## config.mk

```make
export PLATFORM = sky130hd
export DESIGN_NAME = display_scan_ctrl
export DESIGN_NICKNAME = d
export VERILOG_FILES = /design/src/rtl/display_pkg.sv /design/src/rtl/scan_timebase.sv /design/src/rtl/display_scan_ctrl.sv
export SDC_FILE = /design/constraint.sdc
export NUM_CORES = 1
export LEC_CHECK = 0
export CAP_MARGIN = 15
export CORE_UTILIZATION = 40
export CTS_CLUSTER_DIAMETER = 120
export CTS_CLUSTER_SIZE = 25
export DETAILED_ROUTE_END_ITERATION = 6
export MAX_ROUTING_LAYER = met4
export SYNTH_ARGS = -nofsm -noshare
export SYNTH_HDL_FRONTEND = slang
export SYNTH_HIERARCHICAL = 1
export SYNTH_SLANG_ARGS = --single-unit
```

## constraint.sdc

```tcl
create_clock -name clk -period 4.2 [get_ports clk]
set_clock_uncertainty 0.2 [all_clocks]
set_input_delay 0.84 -clock clk [delete_from_list [all_inputs] [get_ports clk]]
set_output_delay 0.84 -clock clk [all_outputs]
set_load 0.03 [all_outputs]
```

## src/rtl/display_pkg.sv

```systemverilog
// Shared display types and helpers: digit index, one-hot enable, BCD nibble.
// Kept generic so other display blocks can reuse the index-to-enable mapping.
package display_pkg;

    localparam int NUM_DIGITS = 4;
    localparam int IDX_W      = $clog2(NUM_DIGITS);

    typedef logic [IDX_W-1:0]      digit_idx_t;
    typedef logic [NUM_DIGITS-1:0] digit_en_t;
    typedef logic [3:0]            bcd_t;

    function automatic digit_en_t idx_to_onehot(input digit_idx_t i);
        digit_en_t r;
        r    = '0;
        r[i] = 1'b1;
        return r;
    endfunction

endpackage

```

## src/rtl/scan_timebase.sv

```systemverilog
// Slot timebase: cycle counter within a slot, digit index, and end-of-slot strobe.
module scan_timebase
    import display_pkg::*;
#(
    parameter int DIV   = 100_000,
    parameter int CNT_W = (DIV > 1) ? $clog2(DIV) : 1
) (
    input  logic             clk,
    input  logic             reset,
    output logic [CNT_W-1:0] cnt,
    output digit_idx_t       idx,
    output logic             slot_end
);

    localparam logic [CNT_W-1:0] CNT_LAST = CNT_W'(DIV - 1);

    assign slot_end = (cnt == CNT_LAST);

    always_ff @(posedge clk or posedge reset) begin
        if (reset) begin
            cnt <= '0;
            idx <= '0;
        end else if (slot_end) begin
            cnt <= '0;
            idx <= idx + 1'b1;
        end else begin
            cnt <= cnt + 1'b1;
        end
    end

endmodule

```

## src/rtl/display_scan_ctrl.sv

```systemverilog
// Four-digit seven-segment scan controller: frame-shadowed digit data, per-digit
// blank/blink on the enable, and a dead time at the start of every slot.
module display_scan_ctrl
    import display_pkg::*;
#(
    parameter int DIV          = 100_000,
    parameter int BLANK_CYCLES = 2,
    parameter int BLINK_SLOTS  = 250
) (
    input  logic                    clk,
    input  logic                    reset,
    input  logic [4*NUM_DIGITS-1:0] digits_in,
    input  logic [NUM_DIGITS-1:0]   dp_in,
    input  logic [NUM_DIGITS-1:0]   blank_mask,
    input  logic [NUM_DIGITS-1:0]   blink_mask,
    output digit_en_t               digit_en,
    output bcd_t                    bcd_out,
    output logic                    dp_out,
    output logic                    scan_tick
);

    localparam int CNT_W   = (DIV > 1) ? $clog2(DIV) : 1;
    localparam int BLINK_W = (BLINK_SLOTS > 1) ? $clog2(BLINK_SLOTS) : 1;
    localparam logic [BLINK_W-1:0] BLINK_LAST = BLINK_W'(BLINK_SLOTS - 1);
    localparam digit_idx_t         IDX_LAST   = digit_idx_t'(NUM_DIGITS - 1);

    logic [CNT_W-1:0] cnt;
    digit_idx_t       idx;
    logic             slot_end;
    logic             frame_end;

    scan_timebase #(
        .DIV   (DIV),
        .CNT_W (CNT_W)
    ) u_timebase (
        .clk      (clk),
        .reset    (reset),
        .cnt      (cnt),
        .idx      (idx),
        .slot_end (slot_end)
    );

    assign frame_end = slot_end && (idx == IDX_LAST);

    // Shadow copy taken on the last cycle of a frame so a frame never tears.
    logic [NUM_DIGITS-1:0][3:0] digits_sh;
    logic [NUM_DIGITS-1:0]      dp_sh;

    always_ff @(posedge clk or posedge reset) begin
        if (reset) begin
            digits_sh <= '0;
            dp_sh     <= '0;
        end else if (frame_end) begin
            digits_sh <= digits_in;
            dp_sh     <= dp_in;
        end
    end

    logic [BLINK_W-1:0] blink_cnt;
    logic               blink_phase;

    // Phase toggles on the same edge the slot wraps, so the new slot sees it.
    always_ff @(posedge clk or posedge reset) begin
        if (reset) begin
            blink_cnt   <= '0;
            blink_phase <= 1'b0;
        end else if (slot_end) begin
            if (blink_cnt == BLINK_LAST) begin
                blink_cnt   <= '0;
                blink_phase <= ~blink_phase;
            end else begin
                blink_cnt <= blink_cnt + 1'b1;
            end
        end
    end

    logic in_dead;

    generate
        if (BLANK_CYCLES == 0) begin : g_no_dead
            assign in_dead = 1'b0;
        end else begin : g_dead
            assign in_dead = (cnt < CNT_W'(BLANK_CYCLES));
        end
    endgenerate

    logic dark;
    assign dark = in_dead | blank_mask[idx] | (blink_mask[idx] & blink_phase);

    always_ff @(posedge clk or posedge reset) begin
        if (reset) begin
            digit_en  <= '0;
            bcd_out   <= '0;
            dp_out    <= 1'b0;
            scan_tick <= 1'b0;
        end else begin
            digit_en  <= dark ? '0 : idx_to_onehot(idx);
            bcd_out   <= digits_sh[idx];
            dp_out    <= dp_sh[idx];
            scan_tick <= (cnt == '0);
        end
    end

endmodule
```

==> metrics.yaml <==
clock_network:
  post-cts-setup-buffers: 0
  cts_buffers: 9
  cts_root_buf: "clkbuf_8"
  cts_sinks: 58
  clock_path_buffers: 2
  htree_levels: 3
  postCtsHoldBufs: 0
  ctsResizeCount: 0
  path_clk_slew_ns: 0.06
  insertion_delay_ns: 0.34
  cts_tree: "yes"
routing:
  via_count: 1713
  initialDrtViolationCount: 80
  drtPass1Iterations: 4
  routedWlPerCell_um: 14.8
  ant_nets: 0
  drc: 0
  viasPerCell: 5.16
  wirelength_mm: 4.91
placed_design:
  portBuffers: 39
  hpwlAfterDp_mm: 3.36
  dp_cells: 316
  gp_congestion: 0.927
power:
  powerDensity_nw_per_um2: 367
  total_leakage_power_nw: 1.40
  ir_worst_vdd_mv: 0.229
  total_power_mw: 1.21
sta:
  setup_violations: 0
  tightest_slew_ns: 0.742
  min_period_over_period_pct: 69.9
  fin_tns_setup_ns: 0
  period_minus_slack_ns: 2.94
  rsz0062_at_grt: "false"
  whs_ns: 0.304
  hold_violations: 0
  slew_violations: 0
  slew_headroom_pct: 50.5
  fmax_mhz: 341
setup_path:
  path_cells: "or3_1 > nor4_2 > and2_1 > nand4_4 > nor3_4 > xor2_1"
  critPathCaptureType: "flop"
  crit_type: "reg -> reg"
  critPathLaunchType: "flop"
  cp_slowest_cell: "and2_1"
  required_ns: 4.26
  crit_fanout: 18
  slowest_delay_ns: 0.66
  worstPathArrival_ns: 3.00
global_routing:
  grt_pass1_wl_mm: 7.89
  antenna_found_initial: 0
  track_usage_pct: 16.7
  grt_max_degree: 40
  first_global_vias: 1662
  gr-total-overflow: 0
flow_run:
  cap_viol_max_count: 0
worst_hold_path:
  holdCritPathClass: "reg -> reg"
synthesis:
  synth-main-ff-cell: "dfrtp_1"
  synth_cells: 204
  synth-simple-area-share_pct: 17.6
  synth_compound_area_share_pct: 2.02
  syn_avg_cell_area_um2: 12.8
  synth_mux_area_share_pct: 14.1
  synthArstFlopShare_pct: 100
  ys_ff_latch: 58
  synthAdderAreaFrac_pct: 1.44
  synth_enable_flop_cells: 0
  yosysWarnings: 6
  synthXorXnorAreaFrac_pct: 7.02
  syn_area_um2: 2600
  synth.distinct_cells: 38
  synth_top_family_by_area: "simple AND/OR/NAND/NOR gates"
  seq_area_frac_synth_pct: 55.7
  syn-num-nets: 237
floorplanning:
  start_util_pct: 41.2
  io_pins: 40
  placeableCoreArea_um2: 6310
  die_height_um: 82.7
  fp.dieW_um: 82.7
  die_area_um2: 6840
  row_count: 29
finish:
  area_delta_synth_final_pct: 26.2
  fillCellCount: 572
  stdcell_count: 332
  final_layout_size_suffix_gt1_share_pct: 18.0
  multi_input_area_um2: 1100
  num_antenna_cells: 0
  layout.nets: 283
  seq_area_um2: 1450
status:
  status: "complete, no violations"
[placed cells by master, fill, tap and decap left out, types with 6 or more instances in the layout]
| cell type | n |
|---|---|
| nor4_1 | 6 |
| nand3_1 | 9 |
| nand2_1 | 9 |
| nand4_1 | 8 |
| xor2_1 | 9 |
| clkdlybuf4s50_1 | 39 |
| nor2_1 | 17 |
| mux2_2 | 20 |
| clkbuf_8 | 10 |
| xnor2_1 | 10 |
| dfrtp_1 | 58 |
[sequential cells by signal, summed over array words and instances, names as in the netlist]
register	count
blink_cnt	8
digits_sh	16
bcd_out	4
scan_tick	1
u_timebase/idx	2
dp_out	1
dp_sh	4
blink_phase	1
digit_en	4
u_timebase/cnt	17
[report_power, final]
part / total [mW] / internal [mW] / switching, mW
Clock: 0.565 / 0.348 / 0.217
Sequential: 0.577 / 0.571 / 0.00537
Combinational: 0.0651 / 0.0401 / 0.0250
[cells by family after synthesis]
| kind of cell | Yosys count |
|---|---|
| buffers and inverters | 10 |
| DFF | 58 |
| and+or+nand+nor | 76 |
| xor gates and xnor gates | 20 |
| AOI/OAI and AO/OA | 9 |
| muxes | 28 |
| adders and majority gates | 3 |
[layout make-up]
cell class | count | share of cell area, %
well taps | 77 | 2.93
clock inverters | 5 | 2.36
repair buffers | 41 | 12.3
multi-input cells | 136 | 33.4
inverters | 4 | 0.457
flip-flops and latches | 58 | 44.2
clock buffers | 11 | 4.30
[path summary, 6_finish.rpt]
check                           slack, ns           endpoint  cells after the start               from
worst max-delay path                 1.26        blink_phase                      6  u_timebase/cnt[6]
worst min-delay path                 0.30       blink_cnt[6]                      1       blink_cnt[6]
worst max register to register       1.26        blink_phase                      6  u_timebase/cnt[6]
worst min register to register       0.30       blink_cnt[6]                      1       blink_cnt[6]
max in group asynchronous            2.56  u_timebase/cnt[9]                      2              reset
min in group asynchronous            0.75          scan_tick                      3              reset
[per-stage QoR]
step | setup slack (ns) | util, % | instance area [um2]
3_5_place_dp | 1.25 | 48.6 | 3070
3_3_place_gp | 1.29 | 48.6 | 3070
5_1_grt | 1.03 | 52.0 | 3290
2_1_floorplan | 1.77 | - | 2600
4_1_cts | 1.23 | 52.0 | 3290
6_report | 1.26 | 52.0 | 3290
[Yosys cell counts (2+ instances only)]
| cell | number | area [um2] |
|---|---|---|
| nor2b_1 | 2 | 12.5 |
| ha_1 | 3 | 37.5 |
| nor2_1 | 17 | 63.8 |
| and3_1 | 2 | 12.5 |
| nor4_1 | 6 | 37.5 |
| or3_1 | 3 | 18.8 |
| mux2_2 | 20 | 225 |
| o21ai_0 | 4 | 20.0 |
| and4_1 | 5 | 43.8 |
| nand2_1 | 9 | 33.8 |
| nand3_1 | 9 | 45.0 |
| dfrtp_1 | 58 | 1450 |
| mux4_2 | 5 | 113 |
| mux2i_1 | 3 | 30.0 |
| xnor2_1 | 10 | 87.6 |
| inv_1 | 4 | 15.0 |
| xor2_1 | 9 | 78.8 |
| nor3_1 | 2 | 10.0 |
| a21oi_1 | 2 | 10.0 |
| nand3b_1 | 3 | 22.5 |
| nand4_1 | 8 | 50.1 |
| buf_2 | 4 | 20.0 |
[worst max-delay path: cells and delay by family, from the launching register on]
kind / cells / cell delay, ns
xor gates and xnor gates: 1 / 0.18
DFF: 1 / 0.45
and+or+nand+nor: 5 / 2.04
[per-layer routing]
metal / routed length (um) / track usage, % / up-vias
met1: 2250 / 21.2 / 835
li1: - / - / 830
met3: 231 / 7.14 / 10
met4: 113 / 6.72 / 0
met2: 2310 / 23.4 / 38
met5: 0 / - / -
(Power assumes the default switching activity.)
